--- src/rtl/frame_poller.sv ---
// rtl/frame_poller.sv - Polled frame ring receive engine
// Polls frame headers, streams payload lines through a 2-deep output FIFO, then releases the frame.
module frame_poller #(
  parameter int FRAME_NUMBER_W = 6,
  parameter int FRAME_CHUNKS_W = 6,
  parameter int BASE_W         = 26,
  parameter int POLL_INTERVAL  = 16,
  localparam int ADDR_W        = BASE_W + FRAME_NUMBER_W + FRAME_CHUNKS_W
) (
  input  logic                      clk,
  input  logic                      resetb,
  input  logic                      enable,
  input  logic [BASE_W-1:0]         frame_base_pointer,
  input  logic                      clear_busy,
  output logic                      read_req_valid,
  output logic [ADDR_W-1:0]         read_req_addr,
  input  logic                      read_req_grant,
  input  logic                      read_rsp_valid,
  input  logic [511:0]              read_rsp_data,
  output logic                      out_valid,
  output logic [511:0]              out_data,
  output logic                      out_last,
  input  logic                      out_ready,
  output logic                      release_frame,
  output logic [FRAME_NUMBER_W-1:0] frame_number,
  output logic [31:0]               frames_received
);

  typedef enum logic [2:0] {
    ST_IDLE,
    ST_POLL_REQ,
    ST_POLL_WAIT,
    ST_BACKOFF,
    ST_DATA_REQ,
    ST_DATA_WAIT,
    ST_RELEASE
  } state_t;

  state_t                    state_q, state_d;
  logic [FRAME_CHUNKS_W-1:0] chunk_q, chunk_d;
  logic [FRAME_CHUNKS_W-1:0] len_q, len_d;
  logic [FRAME_CHUNKS_W-1:0] hdr_len;
  logic [15:0]               bo_cnt_q, bo_cnt_d;
  logic                      req_valid_q, req_valid_d;
  logic [ADDR_W-1:0]         req_addr_q, req_addr_d;
  logic                      release_q, release_d;
  logic [FRAME_NUMBER_W-1:0] frame_q, frame_d;
  logic [31:0]               rx_cnt_q, rx_cnt_d;
  logic                      do_release;
  logic                      granted;
  logic                      push, push_last, pop;
  logic                      head_valid_q, head_valid_d;
  logic                      head_last_q, head_last_d;
  logic [511:0]              head_data_q, head_data_d;
  logic                      sk_valid_q, sk_valid_d;
  logic                      sk_last_q, sk_last_d;
  logic [511:0]              sk_data_q, sk_data_d;
  logic [1:0]                fifo_cnt;

  assign hdr_len  = read_rsp_data[FRAME_CHUNKS_W:1];
  assign granted  = req_valid_q & read_req_grant;
  assign fifo_cnt = {1'b0, head_valid_q} + {1'b0, sk_valid_q};

  always_comb begin
    state_d     = state_q;
    chunk_d     = chunk_q;
    len_d       = len_q;
    bo_cnt_d    = bo_cnt_q;
    req_valid_d = req_valid_q;
    req_addr_d  = req_addr_q;
    release_d   = 1'b0;
    frame_d     = frame_q;
    rx_cnt_d    = rx_cnt_q;
    do_release  = 1'b0;
    push        = 1'b0;
    push_last   = 1'b0;
    unique case (state_q)
      ST_IDLE: begin
        if (enable && !clear_busy) state_d = ST_POLL_REQ;
      end
      ST_POLL_REQ: begin
        if (!req_valid_q) begin
          req_valid_d = 1'b1;
          req_addr_d  = {frame_base_pointer, frame_q, {FRAME_CHUNKS_W{1'b0}}};
        end else if (granted) begin
          req_valid_d = 1'b0;
          state_d     = ST_POLL_WAIT;
        end
      end
      ST_POLL_WAIT: begin
        if (read_rsp_valid) begin
          if (!read_rsp_data[0]) begin
            bo_cnt_d = '0;
            state_d  = ST_BACKOFF;
          end else if (hdr_len == '0) begin
            do_release = 1'b1;
          end else begin
            len_d   = hdr_len;
            chunk_d = FRAME_CHUNKS_W'(1);
            state_d = ST_DATA_REQ;
          end
        end
      end
      ST_BACKOFF: begin
        if (bo_cnt_q == 16'(POLL_INTERVAL - 1)) state_d = ST_IDLE;
        else bo_cnt_d = bo_cnt_q + 16'd1;
      end
      ST_DATA_REQ: begin
        // Nothing is in flight here, so FIFO room alone decides whether a line may be requested.
        if (!req_valid_q) begin
          if (fifo_cnt < 2'd2) begin
            req_valid_d = 1'b1;
            req_addr_d  = {frame_base_pointer, frame_q, chunk_q};
          end
        end else if (granted) begin
          req_valid_d = 1'b0;
          state_d     = ST_DATA_WAIT;
        end
      end
      ST_DATA_WAIT: begin
        if (read_rsp_valid) begin
          push      = 1'b1;
          push_last = (chunk_q == len_q);
          if (chunk_q == len_q) begin
            do_release = 1'b1;
          end else begin
            chunk_d = chunk_q + FRAME_CHUNKS_W'(1);
            state_d = ST_DATA_REQ;
          end
        end
      end
      ST_RELEASE: state_d = ST_IDLE;
      default:    state_d = ST_IDLE;
    endcase
    if (do_release) begin
      release_d = 1'b1;
      frame_d   = frame_q + FRAME_NUMBER_W'(1);
      rx_cnt_d  = rx_cnt_q + 32'd1;
      state_d   = ST_RELEASE;
    end
  end

  always_comb begin
    head_valid_d = head_valid_q;
    head_last_d  = head_last_q;
    head_data_d  = head_data_q;
    sk_valid_d   = sk_valid_q;
    sk_last_d    = sk_last_q;
    sk_data_d    = sk_data_q;
    pop          = head_valid_q & out_ready;
    if (push) begin
      if (!head_valid_q || (pop && !sk_valid_q)) begin
        head_valid_d = 1'b1;
        head_last_d  = push_last;
        head_data_d  = read_rsp_data;
      end else if (pop) begin
        head_last_d = sk_last_q;
        head_data_d = sk_data_q;
        sk_last_d   = push_last;
        sk_data_d   = read_rsp_data;
      end else begin
        sk_valid_d = 1'b1;
        sk_last_d  = push_last;
        sk_data_d  = read_rsp_data;
      end
    end else if (pop) begin
      if (sk_valid_q) begin
        head_last_d = sk_last_q;
        head_data_d = sk_data_q;
        sk_valid_d  = 1'b0;
      end else begin
        head_valid_d = 1'b0;
        head_last_d  = 1'b0;
      end
    end
  end

  always_ff @(posedge clk or negedge resetb) begin
    if (!resetb) begin
      state_q      <= ST_IDLE;
      chunk_q      <= '0;
      len_q        <= '0;
      bo_cnt_q     <= '0;
      req_valid_q  <= 1'b0;
      req_addr_q   <= '0;
      release_q    <= 1'b0;
      frame_q      <= '0;
      rx_cnt_q     <= '0;
      head_valid_q <= 1'b0;
      head_last_q  <= 1'b0;
      head_data_q  <= '0;
      sk_valid_q   <= 1'b0;
      sk_last_q    <= 1'b0;
      sk_data_q    <= '0;
    end else begin
      state_q      <= state_d;
      chunk_q      <= chunk_d;
      len_q        <= len_d;
      bo_cnt_q     <= bo_cnt_d;
      req_valid_q  <= req_valid_d;
      req_addr_q   <= req_addr_d;
      release_q    <= release_d;
      frame_q      <= frame_d;
      rx_cnt_q     <= rx_cnt_d;
      head_valid_q <= head_valid_d;
      head_last_q  <= head_last_d;
      head_data_q  <= head_data_d;
      sk_valid_q   <= sk_valid_d;
      sk_last_q    <= sk_last_d;
      sk_data_q    <= sk_data_d;
    end
  end

  assign read_req_valid  = req_valid_q;
  assign read_req_addr   = req_addr_q;
  assign out_valid       = head_valid_q;
  assign out_data        = head_data_q;
  assign out_last        = head_last_q;
  assign release_frame   = release_q;
  assign frame_number    = frame_q;
  assign frames_received = rx_cnt_q;

endmodule

--- config.mk ---
export PLATFORM = sky130hd
export DESIGN_NAME = frame_poller
export DESIGN_NICKNAME = d
export VERILOG_FILES = /design/src/rtl/frame_poller.sv
export SDC_FILE = /design/constraint.sdc
export NUM_CORES = 2
export LEC_CHECK = 0
export CORE_AREA = 2 2 437 439
export CTS_BUF_LIST = sky130_fd_sc_hd__clkbuf_4 sky130_fd_sc_hd__clkbuf_8
export DETAILED_ROUTE_END_ITERATION = 16
export DIE_AREA = 0 0 439 441
export PLACE_DENSITY = 0.57
export REMOVE_ABC_BUFFERS = 1
export SKIP_LAST_GASP = 1
export SYNTH_ARGS = -nofsm -noshare
export SYNTH_HDL_FRONTEND = slang
export SYNTH_SLANG_ARGS = --single-unit
export TNS_END_PERCENT = 5
--- constraint.sdc ---
create_clock -name clk -period 1.9 [get_ports clk]
set_input_delay 0.285 -clock clk [delete_from_list [all_inputs] [get_ports clk]]
set_output_delay 0.285 -clock clk [all_outputs]
set_load 0.01 [all_outputs]
# Yosys cells after proc, flatten, opt, wreduce, memory -nomap -nowiden
# Cells that the tools add are included.
word_totals:
  in_bits: 545
  out_inout_bits: 592
  elab_cells: 141
  reg_bits: 1137
op_classes:
  addsub: 5
  bitwise_logic: 4
  n_mux: 61
  magnitude_cmp: 1
  reduce_logical: 24
  n_eq_ne: 31
ops:
  columns: ["operator", "count"]
  rows:
  - ["$mux W512", 5]
  - ["$mux W38", 3]
  - ["$pmux W38 S2", 1]
  - ["$mux W16", 3]
  - ["$mux W3", 12]
  - ["$add A32 B1 Y32 const B", 1]
  - ["$pmux W16 S2", 1]
  - ["$mux W6", 5]
  - ["$mux W1", 27]
  - ["$ne A3 B3 Y1 const B", 9]
  - ["$ne A2 B2 Y1 const B", 13]
  - ["$pmux W3 S6", 1]
  - ["$add A16 B1 Y16 const B", 1]
  - ["$eq A16 B4 Y1 const B", 1]
  - ["$add A6 B1 Y6 const B", 2]
  - ["$pmux W6 S2", 1]
  - ["$reduce_and A4 Y1", 3]
  - ["$reduce_bool A2 Y1", 6]
  - ["$reduce_and A10 Y1", 1]
  - ["$reduce_and A3 Y1", 3]
  - ["$eq A3 B2 Y1 const B", 2]
  - ["$eq A3 B3 Y1 const B", 2]
  - ["$eq A6 B6 Y1", 1]
  - ["$logic_not A6 Y1", 1]
  - ["14 further kinds", 21]

# Depth between registers and ports, before layout
depth:
  word_depth: 7
  depth_mapped: 8
  depth_no_buf: 6

# Worst setup path before layout
# OpenSTA, ideal clock, no wires.
synth_path:
  path_type: "register -> register"
  from: "register rx_cnt_q[5], in the netlist frames_received[5]"
  to: "register rx_cnt_q[19], in the netlist frames_received[19]"
  setup_ns: 0.079
  t_required_ns: 1.821
  t_arrival_ns: 1.918
  path_buffers: 0
  path_stages_with_launch: 6
  period_less_slack_ns: 1.997
  slack_ns: -0.097
  path_cell_list: "dfrtp_1 > nand3_1 > nor4_4 > nand3_1 > a2111oi_2 > xor2_1"
synth_via:
  elab_chain_len: 1
synth_lines:
  columns: ["element", "line_no", "source"]
  rows:
  - ["start: declaration", "48", "logic [31:0] rx_cnt_q, rx_cnt_d;"]
  - ["start signal: assignment", "204", "rx_cnt_q <= rx_cnt_d;"]
  - ["$add A32 B1 Y32", "138", "rx_cnt_d = rx_cnt_q + 32'd1;"]
# No other way between the ends.
# A chain may end at the register's enable or synchronous reset.

# Final worst setup path
layout_path:
  from: "register state_q[1]"
  to: "register head_data_q[463], in the netlist out_data[463]"
layout_via:
  elab_chain_len: 4
  elab_cells_between_ends: 6
  cone_classes: "eq/ne (1); mux (2); reduce/logical (3)"
layout_lines:
  columns: ["element", "line_no", "source"]
  rows:
  - ["start: declaration", "39", "state_t state_q, state_d;"]
  - ["start signal: assignment", "196", "state_q <= state_d;"]
  - ["$eq A3 B3 Y1 *", "77", "unique case (state_q)"]
  - ["$mux W1 *", "77", null]
  - ["$reduce_bool A2 Y1 (no source line)", null, null]
  - ["$reduce_and A3 Y1 (no source line)", null, null]
  - ["end signal: assignment", "207", "head_data_q <= head_data_d;"]
  - ["end: declaration", "54", "logic [511:0] head_data_q, head_data_d;"]
# Mark *: on every way between the ends. The rest lies on a longest branch, timed or not.

==> impl_metrics.toml <==
[route]
post_drt_wl_per_cell_um = 20.6
vias = 41700
vias_per_cell = 4.60
drt_first_pass_iters = 7
route.detailed.drc = 0
drt_wl_total_um = 187000
drt_iter0_markers = 2634
antenna_left = 0

[global_routing]
grt_use_total = 0.185
antenna_found_initial = 34
grt_pass1_vias = 42300
grt.overflow.total = 0
grt_pass1_wl_um = 272000
grt_max_degree = 112

[cts]
cts_root_buf = "clkbuf_8"
insertion_delay_ns = 0.94
htree_levels = 4
clk_path_buf_depth = 3
cts-buffers-inserted = 197
clk_pin_slew_ns = 0.06
cts_tree = "yes"
cts_sinks = 1137

[sta]
setup_slack_ns = -0.276
tightest_slew_ns = 0.959
max-slew-margin-rel = 0.359
post-route-period-util = 1.15
totalNegativeSetupSlack_ns = -145.26
max_freq_mhz = 460
fin_worst_skew_ns = 0.0702
rsz0062_at_grt = "yes"
layout_min_cycle_time_ns = 2.18
slew_violations = 0
finalHoldViolCount = 0
setup_viol = 1409

[place]
gp_congestion = 0.907
hpwl_um = 132000
io_buffers = 1136
dp.cells = 8069

[floorplan]
chipHeight_um = 441
row_count = 160
core_area_um2 = 189000
dieArea_um2 = 194000
fp.dieW_um = 439
io_pins = 1137
initial_core_util = 0.249

[synth]
synth_edf_count = 0
yosysTopAreaCellShare = 0.603
ys.flop_type = "dfrtp_1"
yosys-top-cells-count = "nand2_1, dfrtp_1, nor2_1, mux2_2, a31oi_1"
syn_area_um2 = 47200
synth_cell_types = 52
syn_avg_cell_area_um2 = 10.7
synth-seq-area-share = 0.603
synth_cells = 4411
ys_ff_latch = 1137
yosysWarningCount = 0
yosysMostFrequentCell = "nand2_1"
ys_async_sr_fraction = 1.00
synth_top_cell_by_area = "dfrtp_1"
yosys-top-cells-area = "dfrtp_1, mux2_2, nand2_1, a31oi_1, nor2_1"

[worst_setup_path]
arrival_ns = 2.98
worstSetupStartpointType = "flip-flop"
crit_type = "reg2reg"
end_kind = "flip-flop"
crit_required_ns = 2.71
cp_max_fo = 9
r2r-start = "state_q[1]"
critPathLaunch = "state_q[1]"

[final_layout]
fill_cells = 18200
drive_gt1_frac = 0.228
final_cells = 9070
nNetsFinal = 6926
syn_to_final_growth_pct = 59.0
final_util = 0.396

[worst_hold_path]
hold_path.class = "in2reg"
worstHoldStart = "read_rsp_data[54]"

[pwr]
vdd_drop_max_mv = 0.784
p_per_area_nw_per_um2 = 1470
p_leak_nw = 33.5

[job]
cap_violations = 0

[run_status]
violations = "setup timing"
status = "finished, violations left"
[placed cells by master (no fill, tap or decap), types with 4 or more instances in the layout]
cell type and instances:
nand2_1 1149, dfrtp_1 1103, clkdlybuf4s50_1 543, dlygate4sd3_1 531, mux2_2 521, a31oi_1 512
dlygate4sd2_1 506, nor2_1 492, clkbuf_8 251, buf_4 251, buf_6 100, buf_12 85
clkbuf_4 66, xor2_1 38, nor2_2 34, dfrtp_2 34, diode_2 28, nand3_1 23
buf_16 23, clkinv_2 19, nand4_1 18, buf_8 18, xnor2_1 17, a2111oi_2 17
clkbuf_16 17, inv_1 15, o21ai_0 12, a211oi_1 12, nor2_4 10, a22o_1 10
and3_1 7, bufinv_16 6, a21oi_1 5, clkinv_8 5, nand2b_1 4, a2111oi_4 4
ha_1 4
[report_power, final]
group          leakage [nW]  switching, mW  total (mW)  internal (mW)
Clock                  2.32           10.7        24.7           14.0
Sequential             14.3           6.05        40.1           34.0
Combinational          16.8           23.5        45.2           21.7
[registers in the layout, indices dropped and copies added, names as in the netlist, 3 cells and up]
register / flops
read_req_addr: 38
frame_number: 6
out_data: 512
len_q: 6
state_q: 3
bo_cnt_q: 16
frames_received: 32
chunk_q: 6
sk_data_q: 512
[kinds of logic (layout without fill, tap and decap cells)]
kind of cell / after synthesis / in the layout / share of synthesized area
and+or+nand+nor: 1772 / 1772 / 0.146
DFF: 1137 / 1137 / 0.603
AOI/OAI and AO/OA: 591 / 591 / 0.0840
muxes: 522 / 522 / 0.125
buffers and inverters: 330 / 2450 / 0.0310
xor gates and xnor gates: 55 / 55 / 0.0102
adders and majority gates: 4 / 4 / 0.00106
other: 0 / 28 / 0
[worst max-delay path, cell delays in order, from the launching register on]
cell and delay, ns:
dfrtp_1 0.39, buf_6 0.13, buf_8 0.11, nand4b_1 0.18, buf_4 0.17, a21oi_4 0.16
buf_12 0.16, buf_16 0.19, buf_16 0.19, buf_8 0.15, nor2_1 0.05, a31oi_1 0.17
[stage by stage]
step	hold slack [ns]	total power, mW	setup slack [ns]	cell area [µm²]
2_1_floorplan	-0.0106	46.4	-35.78	45800
3_5_place_dp	0.201	84.0	-0.952	63900
5_1_grt	0.0512	117	-0.364	75000
3_3_place_gp	0.204	83.0	-0.986	63900
6_report	0.113	110	-0.276	75000
4_1_cts	0.000228	109	-0.260	74100
[final cells by class]
class / count / area [µm²] / share of cell area
Sequential cell: 1137 / 28500 / 0.380
Timing Repair Buffer: 2082 / 21300 / 0.284
Multi-Input combinational cell: 2944 / 17500 / 0.234
Clock buffer: 317 / 3950 / 0.0527
Tap cell: 2511 / 3140 / 0.0419
Clock inverter: 36 / 414 / 0.00552
Antenna cell: 28 / 70.1 / 0.000934
Inverter: 15 / 56.3 / 0.000751
[path summary, 6_finish.rpt]
| check | to | slack, ns | cells after the start |
|---|---|---|---|
| max | out_data[463] | -0.28 | 11 |
| min | out_data[54] | 0.11 | 3 |
| max reg2reg | out_data[463] | -0.28 | 11 |
| min reg2reg | read_req_addr[36] | 0.47 | 2 |
| max in group asynchronous | out_data[214] | -0.10 | 5 |
| min in group asynchronous | out_data[134] | 0.17 | 3 |
[metal layers]
| metal | track usage | vias to the layer above | wire [µm] |
|---|---|---|---|
| li1 | - | 19100 | - |
| met1 | 0.230 | 20800 | 77500 |
| met2 | 0.298 | 1392 | 88900 |
| met3 | 0.0522 | 416 | 12400 |
| met4 | 0.0815 | 20 | 8170 |
| met5 | 0 | - | 131 |
[timing repair]
| action | in CTS | in global routing |
|---|---|---|
| endpoints found under the hold margin | 2143 | 0 |
| buffers inserted | 59 | 10 |
| gates resized for setup | 1112 | 111 |
| pin swaps | 2 | 4 |
| setup endpoints to repair | 1659 | 1780 |
| hold buffers | 531 | 0 |
| gates cloned | 9 | 17 |
No activity file was read; power rests on OpenSTA's default activity.
